<file path="config.mk">
export PLATFORM = sky130hd
export DESIGN_NAME = tug_of_war_controller
export DESIGN_NICKNAME = d
export VERILOG_FILES = /design/src/rtl/tug_of_war_controller.sv
export SDC_FILE = /design/constraint.sdc
export NUM_CORES = 1
export LEC_CHECK = 0
export BUFFER_PORTS_ARGS = -buffer_cell sky130_fd_sc_hd__buf_4
export CORE_ASPECT_RATIO = 0.6
export CORE_UTILIZATION = 40
export CTS_BUF_LIST = sky130_fd_sc_hd__clkbuf_4 sky130_fd_sc_hd__clkbuf_8 sky130_fd_sc_hd__clkbuf_16
export DETAILED_ROUTE_END_ITERATION = 8
export PLACE_DENSITY = 0.7
export SYNTH_ARGS = -nofsm -noshare
export SYNTH_HDL_FRONTEND = slang
export SYNTH_SLANG_ARGS = --single-unit
export TNS_END_PERCENT = 50
</file>
<file path="constraint.sdc">
create_clock -name clk -period 4.9 [get_ports clk]
set_input_delay 0.245 -clock clk [delete_from_list [all_inputs] [get_ports clk]]
set_output_delay 0.245 -clock clk [all_outputs]
set_load 0.05 [all_outputs]
</file>
<file path="src/rtl/tug_of_war_controller.sv">
// ============================================================================
// Module   : tug_of_war_controller
// Brief    : Two-player tug-of-war game: key conditioning, light movement,
//            point/lockout sequencing, scores and match winner.
// Revision : 1.0
// ============================================================================
`default_nettype none

module tug_of_war_controller #(
    parameter int FIELD_W   = 9,
    parameter int SCORE_MAX = 7,
    parameter int LOCKOUT   = 8
) (
    input  logic               clk,
    input  logic               reset,
    input  logic               keyL,
    input  logic               keyR,
    output logic [FIELD_W-1:0] leds,
    output logic [2:0]         scoreL,
    output logic [2:0]         scoreR,
    output logic               point,
    output logic [1:0]         winner
);

    localparam logic [1:0] S_PLAY = 2'd0;
    localparam logic [1:0] S_LOCK = 2'd1;
    localparam logic [1:0] S_OVER = 2'd2;

    localparam logic [FIELD_W-1:0] c_CENTER_LEDS = FIELD_W'(1) << (FIELD_W / 2);
    localparam logic [2:0]         c_SCORE_MAX   = 3'(SCORE_MAX);
    localparam logic [15:0]        c_LOCK_LOAD   = 16'(LOCKOUT - 1);

    logic [1:0]         r_state;
    logic [15:0]        r_cnt;
    logic [FIELD_W-1:0] r_leds;
    logic [2:0]         r_scoreL;
    logic [2:0]         r_scoreR;
    logic               r_point;
    logic [1:0]         r_winner;
    logic               r_keyl_s1, r_keyl_s2, r_keyl_s3;
    logic               r_keyr_s1, r_keyr_s2, r_keyr_s3;

    logic       w_pl, w_pr, w_move_l, w_move_r, w_pt_l, w_pt_r;
    logic [2:0] w_scl_inc, w_scr_inc;

    assign w_pl      = r_keyl_s2 & ~r_keyl_s3;
    assign w_pr      = r_keyr_s2 & ~r_keyr_s3;
    assign w_move_l  = w_pl & ~w_pr;
    assign w_move_r  = w_pr & ~w_pl;
    // In PLAY the one-hot LED vector is the light position itself.
    assign w_pt_l    = w_move_l & r_leds[FIELD_W-1];
    assign w_pt_r    = w_move_r & r_leds[0];
    assign w_scl_inc = r_scoreL + 3'd1;
    assign w_scr_inc = r_scoreR + 3'd1;

    always_ff @(posedge clk) begin
        if (reset) begin
            r_state   <= S_PLAY;
            r_cnt     <= 16'd0;
            r_leds    <= c_CENTER_LEDS;
            r_scoreL  <= 3'd0;
            r_scoreR  <= 3'd0;
            r_point   <= 1'b0;
            r_winner  <= 2'b00;
            r_keyl_s1 <= 1'b0;
            r_keyl_s2 <= 1'b0;
            r_keyl_s3 <= 1'b0;
            r_keyr_s1 <= 1'b0;
            r_keyr_s2 <= 1'b0;
            r_keyr_s3 <= 1'b0;
        end else begin
            r_keyl_s1 <= keyL;
            r_keyl_s2 <= r_keyl_s1;
            r_keyl_s3 <= r_keyl_s2;
            r_keyr_s1 <= keyR;
            r_keyr_s2 <= r_keyr_s1;
            r_keyr_s3 <= r_keyr_s2;
            r_point   <= 1'b0;

            case (r_state)
                S_PLAY: begin
                    if (w_pt_l) begin
                        r_scoreL <= w_scl_inc;
                        r_point  <= 1'b1;
                        r_leds   <= '0;
                        if (w_scl_inc == c_SCORE_MAX) begin
                            r_state  <= S_OVER;
                            r_winner <= 2'b10;
                        end else begin
                            r_state <= S_LOCK;
                            r_cnt   <= c_LOCK_LOAD;
                        end
                    end else if (w_pt_r) begin
                        r_scoreR <= w_scr_inc;
                        r_point  <= 1'b1;
                        r_leds   <= '0;
                        if (w_scr_inc == c_SCORE_MAX) begin
                            r_state  <= S_OVER;
                            r_winner <= 2'b01;
                        end else begin
                            r_state <= S_LOCK;
                            r_cnt   <= c_LOCK_LOAD;
                        end
                    end else if (w_move_l) begin
                        r_leds <= r_leds << 1;
                    end else if (w_move_r) begin
                        r_leds <= r_leds >> 1;
                    end
                end
                S_LOCK: begin
                    if (r_cnt == 16'd0) begin
                        r_state <= S_PLAY;
                        r_leds  <= c_CENTER_LEDS;
                    end else begin
                        r_cnt <= r_cnt - 16'd1;
                    end
                end
                S_OVER: begin
                    r_state <= S_OVER;
                end
                default: begin
                    r_state <= S_PLAY;
                    r_leds  <= c_CENTER_LEDS;
                end
            endcase
        end
    end

    assign leds   = r_leds;
    assign scoreL = r_scoreL;
    assign scoreR = r_scoreR;
    assign point  = r_point;
    assign winner = r_winner;

endmodule

`default_nettype wire

</file>
# == Word level (Yosys, flattened, before mapping) ==
# Cells that the tools add are included.
# word_totals
out_inout_bits,18
elab_cells,76
ram_bits,0
latch_bits,0
rom_bits,0
ff_bits,42
n_memories,0
# op_classes
add_sub_neg,3
mux,24
n_bitwise,13
magnitude_cmp,0
multipliers,0
shifts,0
n_eq_ne,11
n_reduce_logical,12
n_div,0
# ops
operator,count
two-way mux 16 bit,5
two-way mux 9 bit,5
one-hot mux 16 bit (2 select lines),1
one-hot mux 9 bit (3 select lines),1
two-way mux 2 bit,9
zero test 16 bit,1
subtractor 16 x 1 -> 16 bit (second input constant),1
!= test 3 bit (second input constant),3
inverter 1 bit,7
adder 3 x 1 -> 3 bit (second input constant),2
bitwise AND 1 bit,6
equality test 3 bit (second input constant),2
one-hot mux 2 bit (3 select lines),1
AND reduction 3 bit,2
nonzero test 2 bit,3
!= test 5 bit (second input constant),1
AND reduction 5 bit,1
!= test 2 bit (second input constant),2
AND reduction 2 bit,2
AND reduction 4 bit,1
equality test 2 x 1 -> 1 bit (second input constant),1
equality test 2 bit (second input constant),1
zero test 2 bit,1
two-way mux 1 bit,2
other kinds (2),2

# == Depth between registers and ports, before layout ==
# depth
ltp_word,9
mapped_depth,9
mapped_depth_nobuf,8

# == Worst setup path before layout ==
# OpenSTA, ideal clock, no wires.
# synth_timing
path_type,flip-flop to flip-flop
from,reg r_scoreL[0] (netlist: scoreL[0])
to,reg r_cnt[10]
slack_ns,2.716
setup_ns,0.117
synth_period_minus_slack_ns,2.184
t_required_ns,4.783
stages_incl_launch_ff,9
path_buffers,1
arrival_time_ns,2.067
path_cell_list,dfxtp_1 inv_1 ha_1 and3_1 a32o_2 nor4_4 or2_2 buf_2 nor2_1
# synth_between
elab_chain_len,4
# synth_lines
element,line,rtl
from (decl),36,logic [2:0] r_scoreL;
from (signal assigned),83,r_scoreL <= w_scl_inc;
adder 3 x 1 -> 3 bit,53,assign w_scl_inc = r_scoreL + 3'd1;
via w_scl_inc[0],44,"logic [2:0] w_scl_inc, w_scr_inc;"
equality test 3 bit,86,if (w_scl_inc == c_SCORE_MAX) begin
!= test 3 bit (no source line),--,
AND reduction 5 bit (no source line),--,
to (signal assigned),91,r_cnt <= c_LOCK_LOAD;
to (signal assigned),102,r_cnt <= c_LOCK_LOAD;
to (signal assigned),115,r_cnt <= r_cnt - 16'd1;
to (decl),34,logic [15:0] r_cnt;
# The timed path passes the listed nets, and every way through them passes these cells.
# A chain may end at the register's enable or synchronous reset.

# == Final worst setup path ==
# layout_timing
from,reg r_keyl_s3
to,reg r_cnt[2]
# layout_between
elab_chain_len,7
elab_cells_between_ends,13
classes_between,eq/ne: 3; mux: 2; bitwise: 7; reduce/logical: 1
# layout_lines
element,line,rtl
from (decl),40,"logic r_keyl_s1, r_keyl_s2, r_keyl_s3;"
from (signal assigned),74,r_keyl_s3 <= r_keyl_s2;
inverter 1 bit (*),46,assign w_pl = r_keyl_s2 & ~r_keyl_s3;
bitwise AND 1 bit (*),46,
inverter 1 bit,49,assign w_move_r = w_pr & ~w_pl;
bitwise AND 1 bit,49,
bitwise AND 1 bit,52,assign w_pt_r = w_move_r & r_leds[0];
!= test 3 bit (no source line),--,
AND reduction 5 bit (no source line),--,
# Every way passes the cells marked *; elsewhere a longest branch is shown, timed or not.

==> run summary <==
Netlist cell types: 46
Synthesis-stage register bit count: 42
CP Cell Sequence: nand2b_1 > inv_1 > ha_1 > nand2_2 > a32o_2 > nor4_4 > nor3_1 > a2111oi_1
Drt wl/cell: 12.9 um
Most frequent cells after synthesis: 42 x dfxtp_1, 31 x nor2_1, 13 x nand2_1, 13 x xor2_1, 11 x inv_1
Post-Synth XOR/XNOR Area: 0.0681
Synth Area in Adders: 0.0426
VDD IR max: 0.138 mV
Die X: 94.6 um
Crit-path slowest cell: ha_1
CP required: 5.08 ns
Crit Path Category: register to register
DRT antenna net count: 0
TNS Setup: 0 ns
DP HPWL: 2740 um
Clk sink count: 42
Max incr delay on CP: 0.46 ns
Min-Delay Path Class: input port to register
Top FF cell, synth: dfxtp_1
Clock root buffer: clkbuf_8
Post-synthesis mux area share: 0.0711
Max clock buf depth: 2
Power per cell area: 262 mW/mm^2
Tmin final: 2.36 ns
Fillers: 462
Arr. time, crit path: 2.54 ns
Clk_lat worst skew: 0.29 ns
Global-route wire length before repair: 6790 um
Starting DRT DRC Count: 88
Gate Count Post-Synth: 223
Post-CTS setup buffer count: 0
Final hold vios: 0
Synth area leader: dfxtp_1
Register area: 841 um^2
Worst Max-Slew Pin Slew: 0.954 ns
MaxCap Viol Count: 0
Critical Path Fanout Max: 12
Multi-input gate area: 0.00114 mm^2
Antenna diodes: 0
Final worst slack: 2.54 ns
Slew Limit Fails: 0
Min Hold Slack: 0.164 ns
Top-area cell type share of the netlist area: 0.409
Crit end category: register
Most frequent cell after synthesis: dfxtp_1
Initial antenna violation count: 0
Post-cts gate resize count: 0
H-tree Lvls: 2
Worst rel slew slack: 0.358
Starting Density: 0.433
CTS clk-pin slew, worst paths: 0.08 ns
Cell Area, Synth: 0.00206 mm^2
Die ar.: 0.00545 mm^2
Largest cells by area after synthesis: dfxtp_1 41%, nor2_1 5.7%, xor2_1 5.5%
Nets: 254
Main combinational cell family by area after synthesis: simple AND/OR/NAND/NOR gates
Worst setup SP type: register
Pin count of the biggest net entering global routing: 33
Syn Nets: 234
Share of layout cells above drive strength 1: 0.189
Die Ht: 57.6 um
GRT Overall Usage: 0.160
Placer Congestion: 0.844
Synth async-reset ratio: 0
Sequential share of the synthesized area: 0.409
Buffer and inverter count on the worst path: 1
Cell Rows: 19
Outcome: finished clean
Final wirelength: 3970 um
Vias per Instance: 5.02
Synth warnings: 0
Number of synthesized flops with an enable pin: 0
Area Growth Syn to Fin: 14.2%
Setup Skew: 0.00728 ns
Port Buf Inserts: 21
Final worst-path cycle share: 0.482
CTS Hold Bufs: 0
Vias post-DR: 1540
I/O pin count: 22
Unrepaired setup endpoints after global routing: no
Fmax: 0.423 GHz
Reg-to-reg setup timing slack: 2.54 ns
Grt ovf: 0
Finish-stage setup viols: 0
Core area: 0.00475 mm^2
DRT Pass-1 Iters: 4
Vias in the first global route: 1378
Total CTS buffers: 5
Syn avg cell area: 9.23 um^2
Synth Area in Simple Gates: 0.271
Worst slack at placement: 2.55 ns
TritonCTS clock tree: done
Compound-cell area share of the yosys netlist: 0.0991
DR DRC count: 0
LEAKAGE: 0.956 nW
Family with the most delay on the worst path: simple AND/OR/NAND/NOR gates
-- layout by cell type (no fill, tap or decap), types with 2 or more instances in the layout --
cell type and instances:
xor2_1 13, clkbuf_8 6, buf_4 21, nand2b_1 9, nor2_1 31, ha_1 7, nor2b_1 8, a21o_1 3
mux2_2 5, nand4_1 4, nand3_1 6, nand3b_1 2, dfxtp_1 42, nand4b_1 3, nor3_1 7, a211oi_1 3
nor4_4 2, o21ai_0 2, inv_1 11, nor4_1 4, a21oi_1 7, xnor2_1 3, mux2i_1 9, nand2_1 13
-- worst reg2reg max path: cells and delay by family, from the launching register on --
kind | cells | cell delay (ns)
buffers and inverters | 1 | 0.06
DFF | 1 | 0.30
AOI/OAI and AO/OA | 2 | 0.70
adders and majority gates | 1 | 0.46
and+or+nand+nor | 4 | 0.74
-- per-stage QoR --
step | utilization | power [mW] | instances | area (um^2)
floorplan | - | 0.384 | 223 | 2060
global placement | 0.474 | 0.393 | 299 | 2250
detailed placement | 0.474 | 0.394 | 299 | 2250
CTS | 0.494 | 0.621 | 307 | 2350
global route | 0.494 | 0.639 | 307 | 2350
finish | 0.494 | 0.616 | 307 | 2350
-- path summary, 6_finish.rpt --
check | from | to | cells after the start
max | r_keyl_s3 | r_cnt[2] | 8
min | keyL | r_keyl_s1 | 2
max reg2reg | r_keyl_s3 | r_cnt[2] | 8
min reg2reg | r_keyr_s1 | r_keyr_s2 | 1
-- area by class of cell --
cell class,instances,area share
multi-input cells,162,0.483
flip-flops and latches,42,0.358
repair buffers,21,0.0671
clock buffers,7,0.0383
well taps,63,0.0335
inverters,11,0.0176
clock inverters,1,0.00213
-- power breakdown --
group / switching, mW / internal [mW] / total [mW]
clock: 0.112 / 0.119 / 0.231
sequential: 0.00302 / 0.345 / 0.348
combinational: 0.0228 / 0.0147 / 0.0375
-- registers in the layout, summed over array words and instances (netlist names) --
signal     cells
r_state        2
r_keyr_s2      1
r_keyl_s3      1
leds           9
r_keyr_s1      1
scoreL         3
point          1
r_keyl_s2      1
r_keyl_s1      1
r_cnt         16
r_keyr_s3      1
winner         2
scoreR         3
-- metal layers --
layer | up-vias | track usage | routed length, um
li1 | 808 | - | -
met3 | 2 | 0.0400 | 229
met4 | 0 | 0.0325 | 20
met2 | 39 | 0.203 | 1450
met5 | - | 0 | 0
met1 | 691 | 0.263 | 2270
-- kinds of logic (layout without fill, tap and decap cells) --
logic type / after synthesis / count (layout)
AOI/OAI and AO/OA: 26 / 26
xor gates and xnor gates: 16 / 16
adders and majority gates: 7 / 7
buffers and inverters: 19 / 40
DFF: 42 / 42
muxes: 14 / 14
and+or+nand+nor: 99 / 99
Power figures use the tool's default switching activity.
